===== src/rtl/arb_mux_n.sv =====
// N-input, W-bit registered multiplexer with a valid/ready handshake.
// Picks one source per cycle, either by external select (MODE 0) or round-robin (MODE 1).
module arb_mux_n #(
   parameter int N    = 4,
   parameter int W    = 32,
   parameter int SELW = 2,
   parameter int MODE = 0
) (
   input  logic             clk,
   input  logic             rst,
   input  logic [N*W-1:0]   in_data,
   input  logic [N-1:0]     in_valid,
   output logic [N-1:0]     in_ready,
   input  logic [SELW-1:0]  sel,
   output logic [W-1:0]     out_data,
   output logic             out_valid,
   input  logic             out_ready,
   output logic [SELW-1:0]  out_src
);

   logic            gnt_vld;
   logic [SELW-1:0] gnt_idx;
   logic [W-1:0]    gnt_data;
   logic            can_acc;
   logic            xfer;

   logic [W-1:0]    data_q, data_d;
   logic [SELW-1:0] src_q,  src_d;
   logic [SELW-1:0] rr_q,   rr_d;
   logic            valid_q, valid_d;

   // The grant search runs from a fixed start (sel or rr_q), so the first hit wins.
   always_comb begin
      gnt_vld = 1'b0;
      gnt_idx = '0;
      if (MODE == 0) begin
         for (int i = 0; i < N; i++) begin
            if (!gnt_vld && sel == SELW'(i) && in_valid[i]) begin
               gnt_vld = 1'b1;
               gnt_idx = SELW'(i);
            end
         end
      end else begin
         for (int k = 0; k < N; k++) begin
            if (!gnt_vld && in_valid[(int'(rr_q) + k) % N]) begin
               gnt_vld = 1'b1;
               gnt_idx = SELW'((int'(rr_q) + k) % N);
            end
         end
      end
   end

   always_comb begin
      gnt_data = '0;
      for (int i = 0; i < N; i++) begin
         if (gnt_idx == SELW'(i)) gnt_data = in_data[i*W +: W];
      end
   end

   assign can_acc = !valid_q || out_ready;
   assign xfer    = gnt_vld && can_acc;

   always_comb begin
      in_ready = '0;
      for (int i = 0; i < N; i++) begin
         in_ready[i] = xfer && (gnt_idx == SELW'(i));
      end
   end

   // NOTE: next state is built with blocking assignments in always_comb, starting from
   // a full default so no path leaves a variable unassigned (which would infer a latch).
   always_comb begin
      data_d  = data_q;
      src_d   = src_q;
      valid_d = valid_q;
      rr_d    = rr_q;
      if (xfer) begin
         data_d  = gnt_data;
         src_d   = gnt_idx;
         valid_d = 1'b1;
         if (MODE != 0) begin
            rr_d = (gnt_idx == SELW'(N - 1)) ? '0 : gnt_idx + SELW'(1);
         end
      end else if (out_ready) begin
         valid_d = 1'b0;
      end
   end

   // NOTE: state registers use non-blocking assignments; the output data register is
   // reset too, since a zeroed out_data is part of the visible reset state.
   always_ff @(posedge clk or posedge rst) begin
      if (rst) begin
         data_q  <= '0;
         src_q   <= '0;
         valid_q <= 1'b0;
         rr_q    <= '0;
      end else begin
         data_q  <= data_d;
         src_q   <= src_d;
         valid_q <= valid_d;
         rr_q    <= rr_d;
      end
   end

   assign out_data  = data_q;
   assign out_src   = src_q;
   assign out_valid = valid_q;

endmodule

===== config.mk =====
export PLATFORM = sky130hd
export DESIGN_NAME = arb_mux_n
export DESIGN_NICKNAME = d
export VERILOG_FILES = /design/src/rtl/arb_mux_n.sv
export SDC_FILE = /design/constraint.sdc
export NUM_CORES = 1
export LEC_CHECK = 0
export ABC_AREA = 1
export BUFFER_PORTS_ARGS = -buffer_cell sky130_fd_sc_hd__clkbuf_2
export CORE_ASPECT_RATIO = 1.5
export CORE_MARGIN = 4
export CORE_UTILIZATION = 37
export CTS_CLUSTER_DIAMETER = 80
export DETAILED_ROUTE_END_ITERATION = 7
export GPL_TIMING_DRIVEN = 0
export PLACE_DENSITY = 0.77
export REMOVE_ABC_BUFFERS = 1
export SKIP_LAST_GASP = 1
export SLEW_MARGIN = 20
export SYNTH_ARGS = -nofsm -noshare
export SYNTH_HDL_FRONTEND = slang
export SYNTH_SLANG_ARGS = --single-unit
export TNS_END_PERCENT = 100

===== constraint.sdc =====
create_clock -name clk -period 1.2 [get_ports clk]
set_input_delay 0.12 -clock clk [delete_from_list [all_inputs] [get_ports clk]]
set_output_delay 0.12 -clock clk [all_outputs]
set_load 0.005 [all_outputs]

# --- Word-level counts from Yosys, hierarchy flattened ---
# Cells that the tools add are included.
totals:
  mem_bits_rw: 0
  latch_bits: 0
  rom_bits: 0
  out_inout_bits: 39
  memories: 0
  input_bits: 137
  reg_bits: 35
op_classes:
  n_shift: 0
  addsub: 0
  mux: 13
  div: 0
  magnitude_cmp: 0
  n_bitwise: 0
  eq_ne: 6
  reduce_logical: 20
  mul: 0
ops:
  columns: ["op", "n"]
  rows:
  - ["two-way mux 32 bit", 4]
  - ["logical AND 1 bit", 12]
  - ["equality test 2 bit, second input constant", 4]
  - ["two-way mux 1 bit", 7]
  - ["equality test 2 x 1 -> 1 bit, second input constant", 2]
  - ["zero test 1 bit", 4]
  - ["zero test 2 bit", 2]
  - ["two-way mux 2 bit", 2]
  - ["nonzero test 2 bit", 1]
  - ["logical OR 1 bit", 1]

# --- Depth between registers and ports, before layout ---
# Gate-level depths: netlist (run 1).
depth:
  word_depth: 20
  mapped_depth: 10
  depth_no_buf: 8

# --- Least setup slack after synthesis (run 1) ---
# OpenSTA, ideal clock, no wires.
synth_path:
  path_kind: "input-to-output"
  start: "input port in_valid[1]"
  end: "output port in_ready[0]"
  path_slack_ns: -0.005
  stages: 8
  t_arrival_ns: 1.085
  required_time_ns: 1.080
  path_cell_list: "clkbuf_1 nand3_2 nand2_1 nor2_4 nor2_8 buf_2 nand3_1 inv_1"
synth_via:
  elab_chain_len: 12
synth_rtl:
  columns: ["element", "line", "text"]
  rows:
  - ["start: declaration", "12", "input logic [N-1:0] in_valid,"]
  - ["logical AND 1 bit (*)", "38", "if (!gnt_vld && sel == SELW'(i) && in_valid[i]) begin"]
  - ["two-way mux 1 bit", "38", null]
  - ["zero test 1 bit", "38", null]
  - ["logical AND 1 bit (2 in a row)", "38", null]
  - ["two-way mux 1 bit", "38", null]
  - ["zero test 1 bit", "38", null]
  - ["logical AND 1 bit (2 in a row)", "38", null]
  - ["two-way mux 2 bit or two-way mux 1 bit (tied branches)", "38", null]
  - ["zero test 2 bit or logical AND 1 bit (tied branches)", "66, 61", null]
  - ["logical AND 1 bit (*)", "66", "in_ready[i] = xfer && (gnt_idx == SELW'(i));"]
  - ["end: declaration", "13", "output logic [N-1:0] in_ready,"]
# Mark *: on every way between the ends. The rest lies on a longest branch, timed or not.

# --- Final worst setup path (run 1) ---
layout_path:
  start: "register valid_q, in the netlist out_valid"
  end: "output port in_ready[0]"
layout_via:
  elab_chain_len: 4
layout_rtl:
  columns: ["element", "line", "text"]
  rows:
  - ["start: declaration", "30", "logic valid_q, valid_d;"]
  - ["start signal: assignment", "100", "valid_q <= valid_d;"]
  - ["zero test 1 bit", "60", "assign can_acc = !valid_q || out_ready;"]
  - ["logical OR 1 bit", "60", null]
  - ["logical AND 1 bit", "61", "assign xfer = gnt_vld && can_acc;"]
  - ["logical AND 1 bit", "66", null]
# Every way passes these cells.

==> results.yml, run 1 <==
synthesis:
  syn-cell-area_um2: 2470
  synth_common_cells: "nor2_1, nand3_1, nand2_1, dfrtp_1, nand4_1"
  synthTopCellsByArea: "dfrtp_1, nand3_1, nor2_1"
  yosysUniqueCellTypes: 16
  asyncSetResetFlopFracSynth_pct: 100
  yosysTopAreaCellShare_pct: 35.4
  syn_avg_cell_area_um2: 6.39
  ys_ff_latch: 35
  synth_edf_count: 0
  seq_area_frac_synth_pct: 35.4
  postSynthCellCount: 387
  ys.flop_type: "dfrtp_1"
  synth_area_leader_cell: "dfrtp_1"
  yosysMostFrequentCell: "nor2_1"
  yosysWarnings: 0
timing:
  fin_worst_skew_ns: 0.00361
  worst_pin_slew_ns: 0.762
  hold_viol: 0
  post-route-worst-setup-slack_ns: -0.249
  timing.final.max_slew_violations: 0
  fmaxAchievable_mhz: 690
  timing.final.crit_period_ns: 1.45
  setup_viol: 17
  relSlewSlack_pct: 49.1
  min_period_over_period_pct: 121
  rsz0062_at_grt: "yes"
cts:
  clkLatencyLatePin_ns: 0.28
  cts_buffer_depth: 2
  clkSinkCount: 35
  cts-root-buf: "clkbuf_8"
  htreeDepth: 2
  cts.clk_slew.worst_paths_ns: 0.07
  cts_tree: "done"
  cts_buffers: 5
pwr:
  powerDensity_nw_per_um2: 1090
  peakVddDrop_mv: 0.680
  p_leak_nw: 2.16
grt:
  grt_use_total_pct: 26.8
  grt_max_degree: 38
  grt_overflow: 0
  grt_antenna_before_repair: 0
  grt_pass1_wl_um: 16400
  grt_pass1_vias: 3261
routing:
  first_pass_iters: 5
  vias: 3506
  wl_um: 11200
  viasPerCell: 5.43
  drc_errors: 0
  ant_nets: 0
  drtIter0Drc: 237
  wire_per_inst_um: 17.3
placement:
  placedCellCount: 605
  pre_cts_ws_ns: -2.01
  hpwl_um: 6210
  gp_congestion: 0.777
  io_buffers: 175
min_path:
  hold_class: "in2reg"
  whs_path_depth: 4
layout:
  multiInputGateArea_um2: 1540
  area.sequential_um2: 876
  layout-drive-gt1-share_pct: 40.9
  fillers: 649
  n_antenna_cell: 0
  fin_nets: 706
  finalNonFillerCells: 646
  syn2layout_area_growth_pct: 54.5
setup_path:
  timing_worst_setup_path_type: "reg2out"
  cp-end-kind: "output pin"
  reg2reg_depth: 9
  crit_arrival_ns: 1.33
  critPathRequiredTime_ns: 1.08
  critPathMaxFanout: 4
  cp-start-kind: "flop"
floorplanning:
  die_width_um: 74.7
  dieArea_um2: 8080
  start_util_pct: 38.1
  fp.dieH_um: 108
  coreArea_um2: 6490
  row_count: 36
  io_pins: 176
run_status:
  status: "finished, violations left"
  failed_checks: "negative setup slack"
run:
  drv_cap: 0
==> metrics by stage <==
stage	area (um^2)	hold slack (ns)	total power [W]	setup TNS (ns)	util, %
floorplan	2320	0.274	0.00223	-51.43	-
global placement	3290	0.445	0.00295	-124.28	50.8
detailed placement	3300	0.279	0.00299	-71.09	50.9
CTS	3700	0.148	0.00411	-0.880	57.0
global route	3820	0.187	0.00446	-3.24	58.9
finish	3820	0.162	0.00418	-1.37	58.9
==> cell usage in the layout, fill, tap and decap left out, drive strengths merged <==
master / instances
clkbuf: 182
clkinvlp: 2
buf: 25
nand3: 103
or2: 1
clkinv: 1
nor2: 102
dfrtp: 35
inv: 9
dlygate4sd3: 1
nand4: 33
nand2: 76
==> routing by layer <==
metal	GRT usage [%]	vias up	share of wire [%]
li1	-	1667	-
met5	0	-	0
met3	4.74	39	7.3
met4	12.0	0	3.4
met2	46.2	173	52
met1	31.6	1627	37
==> cell type report <==
type / count / share of cell area (%)
flip-flops and latches: 35 / 22.9
clock buffers: 8 / 2.62
inverters: 9 / 1.64
multi-input cells: 315 / 40.2
repair buffers: 200 / 29.5
well taps: 76 / 2.49
repair inverters: 3 / 0.590
==> timing repair <==
item | CTS | global route
pin swaps | 6 | 3
cloned | 7 | 1
endpoints found under the setup margin | 39 | 34
setup buffers | 15 | 10
gates resized for setup | 26 | 11
hold endpoints to repair | 35 | 0
hold buffers | 1 | 0
==> cells by family (layout without fill, tap and decap cells) <==
family	Yosys count	in the layout	synth area share, %
AND/OR/NAND/NOR	310	315	57.0
buffers and inverters	42	220	7.59
flip-flops	35	35	35.4
==> power by group <==
| part | switching [W] | total, W | leakage (nW) | internal (W) |
|---|---|---|---|---|
| clock network | 0.000410 | 0.000934 | 0.0515 | 0.000524 |
| logic | 0.000887 | 0.00162 | 1.68 | 0.000731 |
| registers | 0.000160 | 0.00163 | 0.431 | 0.00147 |
| total | 0.00146 | 0.00418 | 2.16 | 0.00272 |
==> worst max-delay path, stage by stage (launching register included) <==
cell and delay (ns):
dfrtp_1 0.39, inv_2 0.07, nor2_4 0.05, nor2_8 0.18
buf_6 0.14, nand3_2 0.06, inv_2 0.06, clkbuf_2 0.10
==> state kept, by name, summed over array words and instances (netlist names) <==
name,count
out_data,32
out_valid,1
out_src,2
==> worst paths after layout <==
kind | start | end | slack [ns]
min in group asynchronous | rst | out_data[4]$_DFFE_PP0P_ | 0.52
max in group asynchronous | rst | out_data[30]$_DFFE_PP0P_ | 0.19
worst min register to register | out_data[6]$_DFFE_PP0P_ | out_data[6]$_DFFE_PP0P_ | 0.48
worst min-delay path | in_data[107] | out_data[11]$_DFFE_PP0P_ | 0.16
worst max-delay path | out_valid$_DFFE_PP0P_ | in_ready[0] | -0.25
worst max register to register | out_valid$_DFFE_PP0P_ | out_data[3]$_DFFE_PP0P_ | -0.16
Power figures use the tool's default switching activity.
==> inputs of run 2 (changes only) <==
--- a/config.mk
+++ b/config.mk
@@ -7,13 +7,15 @@
 export LEC_CHECK = 0
 export ABC_AREA = 1
 export BUFFER_PORTS_ARGS = -buffer_cell sky130_fd_sc_hd__clkbuf_2
+export CELL_PAD_IN_SITES_DETAIL_PLACEMENT = 1
+export CELL_PAD_IN_SITES_GLOBAL_PLACEMENT = 1
 export CORE_ASPECT_RATIO = 1.5
 export CORE_MARGIN = 4
-export CORE_UTILIZATION = 37
+export CORE_UTILIZATION = 24
 export CTS_CLUSTER_DIAMETER = 80
 export DETAILED_ROUTE_END_ITERATION = 7
 export GPL_TIMING_DRIVEN = 0
-export PLACE_DENSITY = 0.77
+export PLACE_DENSITY_LB_ADDON = 0.1
 export REMOVE_ABC_BUFFERS = 1
 export SKIP_LAST_GASP = 1
 export SLEW_MARGIN = 20
==> constraint.sdc (replaced) <==
create_clock -name clk -period 1.2 [get_ports clk]
set_input_delay 0.24 -clock clk [delete_from_list [all_inputs] [get_ports clk]]
set_output_delay 0.24 -clock clk [all_outputs]
set_load 0.005 [all_outputs]
==> results.yml, run 2 (synthesis gave the netlist of run 1 again) <==
timing:
  hold_viol: 0
  setup_viol: 38
  fin_worst_skew_ns: 0.00269
  relSlewSlack_pct: 63.5
  post-route-worst-setup-slack_ns: -0.309
  min_period_over_period_pct: 126
  fmaxAchievable_mhz: 663
  timing.final.crit_period_ns: 1.51
  tns_ns: -7.11
  rsz0062_at_grt: "yes"
  timing.final.max_slew_violations: 0
  worst_pin_slew_ns: 0.547
layout:
  layout-drive-gt1-share_pct: 44.4
  design_area_um2: 4300
  largest_register_ffs: 32
  final_cell_mix: "clkbuf_2, nor2_1, nand3_1, nand2_1, dfrtp_1"
  syn2layout_area_growth_pct: 73.8
  n_antenna_cell: 0
  layout_commonest_cell: "clkbuf_2"
  fin_nets: 714
floorplanning:
  fp.dieH_um: 132
  dieArea_um2: 12000
  start_util_pct: 24.5
  coreArea_um2: 10100
  die_width_um: 90.9
  io_pins: 176
  row_count: 45
min_path:
  min_from: "in_data[107]"
  hold_class: "in2reg"
  holdPathEnd: "out_data[11]$_DFFE_PP0P_"
  whs_path_depth: 4
setup_path:
  rr_endpoint: "out_src[0]$_DFFE_PP0P_"
  critPathMaxFanout: 4
  critPathSlowestCell: "nor2_4"
  cp-end-kind: "output pin"
  cpLargestDelayFamily: "buffers and inverters"
  r2r_start: "out_valid$_DFFE_PP0P_"
  cp-start-kind: "input pin"
  slowest_delay_ns: 0.18
  reg2reg_depth: 10
  r2r_setup_slack_ns: -0.22
  critPathRequiredTime_ns: 0.96
  crit_arrival_ns: 1.27
  critical_path.cell_chain: "clkbuf_16 -> buf_4 -> nand3_4 -> nand2_2 -> nor2_4 -> nor2_8 -> buf_12 -> inv_16 -> nor2_2 -> clkbuf_2"
  timing_worst_setup_path_type: "in2out"
  critPathBufInv: 5
cts:
  cts.clk_slew.worst_paths_ns: 0.05
  cts-root-buf: "clkbuf_16"
  cts_buffer_depth: 2
  htreeDepth: 2
  cts_buffers: 5
  cts_tree: "done"
  clkLatencyLatePin_ns: 0.28
  clkSinkCount: 35
routing:
  wl_um: 13800
  drtIter0Drc: 119
  viasPerCell: 5.12
  ant_nets: 0
  first_pass_iters: 4
  drc_errors: 0
  wire_per_inst_um: 20.0
  vias: 3545
grt:
  grt_use_total_pct: 22.6
  grt_overflow: 0
  grt_pass1_vias: 3686
  grt_max_degree: 34
  grt_antenna_before_repair: 0
  grt_pass1_wl_um: 20800
pwr:
  peakVddDrop_mv: 0.486
  p_sw_share_pct: 34.3
  clkPwrFrac_pct: 25.6
  p_leak_nw: 2.35
  intPower_w: 0.00311
  power_w: 0.00474
  switching_power_w: 0.00163
  powerDensity_nw_per_um2: 1100
  comb_power_share_pct: 40.1
  p_seq_share_pct: 34.3
run_status:
  status: "finished, violations left"
  failed_checks: "negative setup slack"
run:
  drv_cap: 0
placement:
  gp_congestion: 0.705
  hpwl_um: 7620
  io_buffers: 175
  place_area_um2: 3400
==> run 2: power groups by stage <==
stage,Clock (W),Sequential (W),Combinational [W]
after global routing,0.00129,0.00166,0.00210
final,0.00122,0.00163,0.00190
after floorplan,0,0.00166,0.000571
after global placement,0,0.00163,0.00139
after CTS,0.00125,0.00162,0.00174
after detailed placement,0,0.00164,0.00142
==> run 2: layer usage <==
metal,vias up,part of all wire (%),track usage (%),routed length [um]
met2,125,53,40.6,7360
met5,-,0,0,0
met3,17,6.3,4.97,867
met4,0,2.0,6.21,272
li1,1687,-,-,-
met1,1716,39,26.8,5340
==> run 2: final cells by class <==
type	instances	area, um^2
timing repair buffer	208	1430
inverter	9	73.8
sequential	35	876
clock buffer	6	129
fill	1342	5780
timing repair inverter	4	57.6
multi-input combinational	314	1590
tap	117	146
==> run 2: worst max path at each step <==
stage / depth (start not counted) / slack, ns / endpoint / startpoint
floorplan: 6 / -1.62 / in_ready[3] / in_valid[3]
finish: 10 / -0.31 / in_ready[3] / sel[0]
global route: 7 / -0.36 / in_ready[3] / out_valid$_DFFE_PP0P_
CTS: 7 / -0.30 / in_ready[3] / out_valid$_DFFE_PP0P_
global placement: 8 / -4.08 / in_ready[3] / sel[0]
detailed placement: 8 / -2.46 / in_ready[3] / sel[0]
==> run 2: repair_timing <==
action / 4_1_cts / 5_1_grt
hold endpoints to repair: 4 / 0
buffers inserted: 19 / 6
gates cloned: 11 / 2
pin swaps: 6 / 15
hold buffers: 1 / 0
endpoints found under the setup margin: 39 / 38
resized for setup: 40 / 37
==> run 2: worst register-to-register path: stages (launching register included) <==
cell	delay, ns
dfrtp_1	0.36
inv_2	0.05
nor2_4	0.17
nor2_8	0.06
buf_12	0.14
buf_4	0.14
buf_12	0.13
buf_12	0.13
clkinv_8	0.07
nand2_1	0.06
nand2_1	0.05
==> run 2: stage by stage <==
step                cells  setup WS [ns]  hold slack, ns  util, %
floorplan             354          -1.62           0.394        -
global placement      646          -4.08           0.459     33.2
detailed placement    648          -2.46           0.121     33.7
CTS                   685         -0.303           0.293     40.1
global route          693         -0.364           0.309     42.6
finish                693         -0.309           0.297     42.6
